==> src/rtl/bm_scheduler_pkg.sv <==
// Shared definitions for the Berlekamp-Massey request scheduler.
//   - FSM state encoding
//   - default T_MAX / M_MAX and the derived operand widths
//     (SYN_W = 2*T_MAX*M_MAX, SIG_W = (T_MAX+1)*M_MAX)
//   - legal symbol-width bounds (M_MIN = 3 up to the M_MAX parameter)
// No ports.
package bm_scheduler_pkg;

    localparam int T_MAX_DEF = 4;
    localparam int M_MAX_DEF = 10;
    localparam int M_MIN     = 3;

    localparam int SYN_W = 2 * T_MAX_DEF * M_MAX_DEF;
    localparam int SIG_W = (T_MAX_DEF + 1) * M_MAX_DEF;

    typedef enum logic [1:0] {
        ST_IDLE  = 2'd0,
        ST_ISSUE = 2'd1,
        ST_WAIT  = 2'd2,
        ST_RESP  = 2'd3
    } bm_state_e;

    // Width helpers for non-default T_MAX / M_MAX instances.
    function automatic int syn_w(input int t_max, input int m_max);
        return 2 * t_max * m_max;
    endfunction

    function automatic int sig_w(input int t_max, input int m_max);
        return (t_max + 1) * m_max;
    endfunction

endpackage

==> src/rtl/bm_scheduler_rr_arb.sv <==
// Two-way round-robin arbiter for the scheduler.
// Ports:
//   req   [1:0] in  - request lines
//   ptr         in  - preferred requester
//   grant [1:0] out - one-hot grant, or zero when nobody requests
module bm_rr_arb
    import bm_scheduler_pkg::*;
(
    input  logic [1:0] req,
    input  logic       ptr,
    output logic [1:0] grant
);

    logic w_other;

    assign w_other = ~ptr;

    always_comb begin
        grant = 2'b00;
        if (req[ptr]) begin
            grant[ptr] = 1'b1;
        end else if (req[w_other]) begin
            grant[w_other] = 1'b1;
        end
    end

endmodule

==> src/rtl/bm_scheduler.sv <==
// Scheduler sharing one Berlekamp-Massey core between two requesters.
// Grants one request at a time (round-robin), checks t/m, launches the core
// with a one-cycle bm_start, collects its result and holds it on rsp_* until
// rsp_ready.
// Ports:
//   clk, rstn                         clock, async active-low reset
//   req_valid/req_ready [1:0]         per-requester handshake
//   req_t/req_m [7:0]                 t and m, requester 0 in LSBs
//   req_syn [2*SYN_W-1:0]             syndromes, requester 0 in LSBs
//   bm_start, bm_t, bm_m, bm_syndromes  core launch and registered operands
//   bm_done, bm_failure, bm_degree, bm_sigma  core result
//   rsp_valid/rsp_ready               result handshake
//   rsp_id, rsp_failure, rsp_degree, rsp_sigma  result payload
// Optional feature: BM_SCHED_ZERO_BYPASS_EN answers all-zero syndromes with
// sigma = 1 directly, without running the core.
module bm_scheduler
    import bm_scheduler_pkg::*;
#(
    parameter int T_MAX = T_MAX_DEF,
    parameter int M_MAX = M_MAX_DEF
) (
    input  logic                                  clk,
    input  logic                                  rstn,
    input  logic [1:0]                            req_valid,
    output logic [1:0]                            req_ready,
    input  logic [7:0]                            req_t,
    input  logic [7:0]                            req_m,
    input  logic [2*syn_w(T_MAX, M_MAX)-1:0]      req_syn,
    output logic                                  bm_start,
    output logic [3:0]                            bm_t,
    output logic [3:0]                            bm_m,
    output logic [syn_w(T_MAX, M_MAX)-1:0]        bm_syndromes,
    input  logic                                  bm_done,
    input  logic                                  bm_failure,
    input  logic [3:0]                            bm_degree,
    input  logic [sig_w(T_MAX, M_MAX)-1:0]        bm_sigma,
    output logic                                  rsp_valid,
    input  logic                                  rsp_ready,
    output logic                                  rsp_id,
    output logic                                  rsp_failure,
    output logic [3:0]                            rsp_degree,
    output logic [sig_w(T_MAX, M_MAX)-1:0]        rsp_sigma
);

    localparam int LP_SYN_W = syn_w(T_MAX, M_MAX);
    localparam int LP_SIG_W = sig_w(T_MAX, M_MAX);
    localparam logic [LP_SIG_W-1:0] LP_SIGMA_ONE = LP_SIG_W'(1);

    bm_state_e             r_state;
    bm_state_e             w_state_nxt;
    logic                  r_rr;
    logic [3:0]            r_bm_t;
    logic [3:0]            r_bm_m;
    logic [LP_SYN_W-1:0]   r_bm_syn;
    logic                  r_rsp_id;
    logic                  r_rsp_failure;
    logic [3:0]            r_rsp_degree;
    logic [LP_SIG_W-1:0]   r_rsp_sigma;

    logic [1:0]            w_arb_grant;
    logic [1:0]            w_grant;
    logic                  w_sel;
    logic [3:0]            w_t;
    logic [3:0]            w_m;
    logic [LP_SYN_W-1:0]   w_syn;
    logic                  w_params_ok;
    logic                  w_bypass;
    logic                  w_bm_start;
    logic                  w_rsp_valid;

    bm_rr_arb u_arb (
        .req   (req_valid),
        .ptr   (r_rr),
        .grant (w_arb_grant)
    );

    // Grants only happen in IDLE, so a response handshake cycle (RESP) can
    // never coincide with a new grant.
    assign w_grant   = (r_state == ST_IDLE) ? w_arb_grant : 2'b00;
    assign req_ready = w_grant;
    assign w_sel     = w_grant[1];

    assign w_t   = w_sel ? req_t[7:4] : req_t[3:0];
    assign w_m   = w_sel ? req_m[7:4] : req_m[3:0];
    assign w_syn = w_sel ? req_syn[2*LP_SYN_W-1:LP_SYN_W] : req_syn[LP_SYN_W-1:0];

    assign w_params_ok = (w_t != 4'd0) && (int'(w_t) <= T_MAX) &&
                         (int'(w_m) >= M_MIN) && (int'(w_m) <= M_MAX);

`ifdef BM_SCHED_ZERO_BYPASS_EN
    assign w_bypass = w_params_ok && (w_syn == '0);
`else
    assign w_bypass = 1'b0;
`endif

    always_ff @(posedge clk or negedge rstn) begin
        if (!rstn) begin
            r_state <= ST_IDLE;
        end else begin
            r_state <= w_state_nxt;
        end
    end

    always_comb begin
        w_state_nxt = r_state;
        w_bm_start  = 1'b0;
        w_rsp_valid = 1'b0;
        case (r_state)
            ST_IDLE: begin
                if (|w_grant) begin
                    w_state_nxt = (!w_params_ok || w_bypass) ? ST_RESP : ST_ISSUE;
                end
            end
            ST_ISSUE: begin
                w_bm_start  = 1'b1;
                w_state_nxt = ST_WAIT;
            end
            ST_WAIT: begin
                if (bm_done) begin
                    w_state_nxt = ST_RESP;
                end
            end
            ST_RESP: begin
                w_rsp_valid = 1'b1;
                if (rsp_ready) begin
                    w_state_nxt = ST_IDLE;
                end
            end
            default: w_state_nxt = ST_IDLE;
        endcase
    end

    always_ff @(posedge clk or negedge rstn) begin
        if (!rstn) begin
            r_rr          <= 1'b0;
            r_bm_t        <= '0;
            r_bm_m        <= '0;
            r_bm_syn      <= '0;
            r_rsp_id      <= 1'b0;
            r_rsp_failure <= 1'b0;
            r_rsp_degree  <= '0;
            r_rsp_sigma   <= '0;
        end else begin
            if (|w_grant) begin
                r_rr          <= ~w_sel;
                r_bm_t        <= w_t;
                r_bm_m        <= w_m;
                r_bm_syn      <= w_syn;
                r_rsp_id      <= w_sel;
                // Preload the answer for the skip-core paths; the core path
                // overwrites it when bm_done arrives.
                r_rsp_failure <= ~w_params_ok;
                r_rsp_degree  <= '0;
                r_rsp_sigma   <= w_bypass ? LP_SIGMA_ONE : '0;
            end
            if ((r_state == ST_WAIT) && bm_done) begin
                r_rsp_failure <= bm_failure;
                r_rsp_degree  <= bm_degree;
                r_rsp_sigma   <= bm_sigma;
            end
        end
    end

    assign bm_start     = w_bm_start;
    assign bm_t         = r_bm_t;
    assign bm_m         = r_bm_m;
    assign bm_syndromes = r_bm_syn;
    assign rsp_valid    = w_rsp_valid;
    assign rsp_id       = r_rsp_id;
    assign rsp_failure  = r_rsp_failure;
    assign rsp_degree   = r_rsp_degree;
    assign rsp_sigma    = r_rsp_sigma;

endmodule

==> config.mk <==
export PLATFORM = sky130hd
export DESIGN_NAME = bm_scheduler
export DESIGN_NICKNAME = d
export VERILOG_FILES = /design/src/rtl/bm_scheduler_pkg.sv /design/src/rtl/bm_scheduler_rr_arb.sv /design/src/rtl/bm_scheduler.sv
export SDC_FILE = /design/constraint.sdc
export NUM_CORES = 1
export LEC_CHECK = 0
export CAP_MARGIN = 25
export CORE_MARGIN = 2
export CORE_UTILIZATION = 23
export DETAILED_ROUTE_END_ITERATION = 8
export GPL_TIMING_DRIVEN = 0
export HOLD_SLACK_MARGIN = 0.12
export SYNTH_ARGS = -nofsm -noshare
export SYNTH_HDL_FRONTEND = slang
export SYNTH_HIERARCHICAL = 1
export SYNTH_SLANG_ARGS = --single-unit
==> constraint.sdc <==
create_clock -name clk -period 2.3 [get_ports clk]
set_clock_uncertainty 0.15 [all_clocks]
set_input_delay 0.46 -clock clk [delete_from_list [all_inputs] [get_ports clk]]
set_output_delay 0.46 -clock clk [all_outputs]
set_load 0.05 [all_outputs]
======== Yosys cells after proc, flatten, opt, wreduce, memory -nomap -nowiden ========
Cells that the tools add are included.
storage, ports and cells
  register bits ........................... 147
  latch bits .............................. 0
  RAM bits ................................ 0
  bits in read-only memories .............. 0
  output and inout port bits .............. 148
  word-level logic and storage cells ...... 63
  memories ................................ 0
cells by class
  $add $sub $neg .......................... 0
  multipliers ............................. 0
  divide/modulo/power cells ............... 0
  magnitude comparators ................... 7
  eq/ne operators ......................... 6
  shift-type cells ........................ 0
  mux-type cells .......................... 27
  bitwise operators ....................... 3
  reductions and logical operators ........ 11
operators by type and width
  operator                                                           number
  2-to-1 mux 50 bit                                                  2
  2-to-1 mux 80 bit                                                  1
  2-to-1 mux 4 bit                                                   4
  2-to-1 mux 2 bit                                                   7
  2-to-1 mux 1 bit                                                   10
  case mux 2 bit (4 select lines)                                    1
  logical AND 1 bit                                                  6
  == test 2 bit, second input constant                               2
  greater-or-equal comparator 4 x 2 -> 1 bit, second input constant  1
  <= comparator 4 x 3 -> 1 bit, second input constant                1
  <= comparator 4 bit, second input constant                         1
  less-than comparator 1 x 2 -> 1 bit, second input constant         2
  inequality test 2 bit, second input constant                       2
  nonzero test 4 bit                                                 1
  NOT 1 bit                                                          3
  AND reduction 3 bit                                                1
  demux 1 bit (select 1 bit)                                         2
  == test 2 x 1 -> 1 bit, second input constant                      1
  greater-or-equal comparator 1 bit, second input constant           2
  zero test 2 bit                                                    1
  inequality test 2 x 1 -> 1 bit, second input constant              1
  nonzero test 2 bit                                                 1
  OR reduction 2 bit                                                 1

======== Longest topological paths before layout ========
  depth in word-level cells ............... 16
  mapped depth ............................ 9
  mapped depth without buffers ............ 7

======== Cells and area by module ========
Netlist, hierarchy kept.
by module, submodules not included
  module        times used  cells an instance  area an instance (um2)  sequential area each (um2)
  bm_scheduler  1           734                6835.3                  3678.5
  bm_rr_arb     1           3                  18.8                    0.0

======== Worst setup path after synthesis ========
OpenSTA, ideal clock, no wires.
  path type ............................... register to output
  from .................................... reg r_state[0]
  to ...................................... out req_ready[1]
  arrival ................................. 1.514 ns
  data required time ...................... 1.690 ns
  path slack .............................. 0.176 ns
  cell stages (with the launch flop) ...... 8
  buffers on the path ..................... 4
  cells stage by stage .................... dfrtp_1 inv_1 ha_1 buf_4 and2_1 buf_2 buf_4 buf_2
between the ends
  longest elaborated chain between the ends .. 2
RTL lines
  element                 line                 text
  start, declared         bm_scheduler.sv:49   bm_state_e r_state;
  start signal, assigned  bm_scheduler.sv:100  r_state <= w_state_nxt;
  zero test 2 bit         bm_scheduler.sv:79   assign w_grant = (r_state == ST_IDLE) ? w_arb_grant : 2'b00;
  2-to-1 mux 2 bit        bm_scheduler.sv:79
  end, declared           bm_scheduler.sv:25   output logic [1:0] req_ready,
Every way passes these cells.

======== Worst setup path in the final report ========
  from .................................... in req_valid[1]
  to ...................................... out req_ready[1]
between the ends
  longest elaborated chain between the ends .. 5
RTL lines
  element                                               line                       text
  start, declared                                       bm_scheduler.sv:24         input logic [1:0] req_valid,
  2-to-1 mux 1 bit (not written as such) (2 in series)  bm_scheduler_rr_arb.sv:22  end else if (req[w_other]) begin
  2-to-1 mux 2 bit                                      bm_scheduler_rr_arb.sv:22
  2-to-1 mux 2 bit (*)                                  bm_scheduler_rr_arb.sv:20  if (req[ptr]) begin
  net w_arb_grant[1]                                    bm_scheduler.sv:60         logic [1:0] w_arb_grant;
  2-to-1 mux 2 bit (*)                                  bm_scheduler.sv:79
The timed path passes the listed nets; every way through them passes the cells marked *. The select of a mux whose other input is x is not followed.

==> flow_summary.toml <==
[grt]
grt_pass1_wl_um = 39600
grt_overflow_total = 0
grt_pass1_vias = 7074
grt_max_degree = 75
antenna_found_initial = 0
track_usage_pct = 16.4

[yosys]
synthMuxAreaShare_pct = 4.24
netlist-cell-type-count = 29
syn_inst = 737
synth-seq-area-share_pct = 53.7
ys_ff_latch = 147
yosysWarnings = 6
synth_ff_type = "dfrtp_1"
synth_xor_area_share_pct = 0.511
ys_async_sr_fraction_pct = 100
synth_area_mm2 = 0.00685
ys_top_cells_by_area = "dfrtp_1, nand2_1, a22o_1, nand3b_1, mux2i_1"
synth_top_area_cell = "dfrtp_1"
synth_compound_area_share_pct = 11.1
synthAdderAreaFrac_pct = 0.913
synth_top_family_by_area = "simple AND/OR/NAND/NOR gates"
netlist.area_leader.share_pct = 53.7
synth-edff-count = 0
avgSynthCellArea_um2 = 9.30
synthSimpleGateAreaFrac_pct = 25.2
synth_nets = 979

[clock_network]
cts.sinks = 147
htree_levels = 4
cts_root_buffer = "clkbuf_16"
clk_latency_ns = 0.41
clkTransAtPathRegs_ns = 0.06
cts_tree = "built"
cts_buffers = 17
clockBufferDepth = 2

[power_and_ir_drop]
clock_power_share_pct = 15.2
p_int_w = 0.00909
pwr-share-comb_pct = 59.8
powerDensity_mw_per_mm2 = 1500
seqPwrFrac_pct = 25.0
ir_drop_mv = 0.614
power.total_w = 0.0179
switching_share_pct = 49.3
p_sw_w = 0.00884
leakage_nw = 5.48

[final_layout]
drive_gt1_share_pct = 6.71
final_cell_count_no_fill = 1553
diodes = 0
area_growth_pct = 74.3
layout_commonest_cell = "clkdlybuf4s50_1"
layout.nets = 1392
layout_common_cells = "clkdlybuf4s50_1, nand2_1, dfrtp_1"
n_fill_cell = 2960

[critical_path]
crit_cells = 5
r2r_cells = 8
critPathSlowestCell = "clkdlybuf4s50_1"
cp.buffers_inverters = 3
cp_max_fo = 7
worstPathArrival_ns = 1.65
path_common_cell = "buf_12"
rr_endpoint = "bm_t[3]$_DFFE_PN0P_"
critical_path.startpoint = "req_valid[1]"
path_cells = "clkdlybuf4s50_1 -> a21boi_4 -> and2_4 -> buf_12 -> buf_12"
r2r-start = "r_state[1]$_DFFE_PN0P_"
cp_top_family = "buffers and inverters"
max_stage_delay_ns = 0.50
cp-endpoint = "req_ready[1]"
cp-start-kind = "input pin"
critPathCaptureType = "output pin"
rrSetupSlack_ns = 0.15
critical_path_class = "input pin to output pin"
crit_required_ns = 1.69

[routing]
viasPerCell = 4.37
wl_per_cell_um = 16.8
antenna_left = 0
vias = 6780
drc = 0
routed_wl_um = 26100
dr.pass1.iters = 4
drt-initial-drc-count = 278

[place]
place_congestion = 0.789
dpl.hpwl_um = 19900
io_buffers = 384
dp_cells = 1512

[sta]
final-hold-violation-count = 0
min_period_ns = 2.26
setup_viol = 0
min_period_over_period_pct = 98.1
relSlewSlack_pct = 59.5
worst_slew_pin_slew_ns = 0.607
fmax_ghz = 0.443
drv_slew = 0
hold_slack_ns = 0.329

[outcome]
status = "finished, final reports clean"

[die]
io_pins = 385
fp.dieW_um = 177
fp.coreArea_mm2 = 0.0295
initial_core_util_pct = 23.2
rows = 63
die_h_um = 177
die_area_mm2 = 0.0312

[hold_path]
hp-class = "flip-flop to flip-flop"

[job]
cap_violations = 0
==> power groups by stage <==
stage	Sequential (W)	Clock [W]	Combinational, W
2_1_floorplan	0.00852	0	0.00263
3_3_place_gp	0.00449	0	0.0106
3_5_place_dp	0.00450	0	0.0106
6_report	0.00448	0.00273	0.0107
4_1_cts	0.00449	0.00284	0.0107
5_1_grt	0.00463	0.00296	0.0113
==> cell usage after synthesis (all sizes together) (3+ instances only) <==
| cell | count |
|---|---|
| a21oi | 3 |
| a22o | 59 |
| buf | 28 |
| clkbuf | 32 |
| dfrtp | 147 |
| ha | 5 |
| inv | 8 |
| mux2i | 29 |
| nand2 | 258 |
| nand3 | 54 |
| nand3b | 59 |
| nor2 | 7 |
| o21ai | 33 |
| xnor2 | 3 |
==> routing by layer <==
metal | GRT usage (%) | vias up | part of all wire, %
li1 | - | 3319 | -
met1 | 19.2 | 3196 | 41
met2 | 28.7 | 236 | 50
met3 | 5.22 | 29 | 7.0
met4 | 4.82 | 0 | 1.9
met5 | 0 | - | 0
==> state kept, by name (all words and copies together) (netlist names) <==
| register | cells |
|---|---|
| r_rr | 1 |
| bm_t | 4 |
| rsp_id | 1 |
| r_state | 2 |
| rsp_failure | 1 |
| bm_syndromes | 80 |
| rsp_sigma | 50 |
| bm_m | 4 |
| rsp_degree | 4 |
==> worst register-to-register path, delay by kind of cell (launching register included) <==
family,cells,cell delay (ns)
AO/OA/AOI/OAI,2,0.31
adder cells (fa/ha/maj),1,0.16
buffers and inverters,5,1.00
flip-flops,1,0.40
==> worst min-delay path by stage <==
stage                       startpoint                         to  cells after the start
floorplan                         rstn        bm_m[0]$_DFFE_PN0P_                      0
global placement    rsp_id$_DFFE_PN0P_         rsp_id$_DFFE_PN0P_                      1
detailed placement                rstn  rsp_degree[0]$_DFFE_PN0P_                      1
CTS                 rsp_id$_DFFE_PN0P_         rsp_id$_DFFE_PN0P_                      1
global route        rsp_id$_DFFE_PN0P_         rsp_id$_DFFE_PN0P_                      1
finish              rsp_id$_DFFE_PN0P_         rsp_id$_DFFE_PN0P_                      1
==> what timing repair did <==
| item | 4_1_cts | 5_1_grt |
|---|---|---|
| resized for setup | 44 | 8 |
| endpoints found under the setup margin | 79 | 17 |
| buffers inserted | 3 | 8 |
| pin swaps | 0 | 1 |
| hold buffers | 1 | 0 |
| hold endpoints to repair | 73 | 0 |
==> kinds of logic (layout without fill, tap and decap cells) <==
logic type / count (synthesis) / after routing
AOI/OAI and AO/OA: 103 / 103
and+or+nand+nor: 381 / 381
muxes: 29 / 29
DFF: 147 / 147
buffers and inverters: 68 / 494
adders and majority gates: 5 / 5
xor gates and xnor gates: 4 / 4
==> metrics by stage <==
step | utilization (%) | setup WS, ns | setup TNS [ns] | instance area [um2]
floorplan | - | 0.176 | 0 | 6850
global placement | 37.9 | -5.86 | -921.49 | 11200
detailed placement | 38.1 | -1.24 | -65.86 | 11200
CTS | 40.3 | -0.0543 | -0.0543 | 11900
global route | 40.5 | -0.0184 | -0.0323 | 11900
finish | 40.5 | 0.0436 | 0 | 11900
==> final cells by class <==
| cell class | count | area [um2] | share of cell area [%] |
|---|---|---|---|
| inverter | 8 | 32.5 | 0.272 |
| clock inverter | 12 | 121 | 1.02 |
| sequential | 147 | 3680 | 30.8 |
| tap | 390 | 488 | 4.08 |
| buffer | 57 | 275 | 2.30 |
| multi-input combinational | 522 | 2930 | 24.5 |
| timing repair buffer | 397 | 3970 | 33.3 |
| clock buffer | 20 | 447 | 3.74 |
Power figures use the tool's default switching activity.
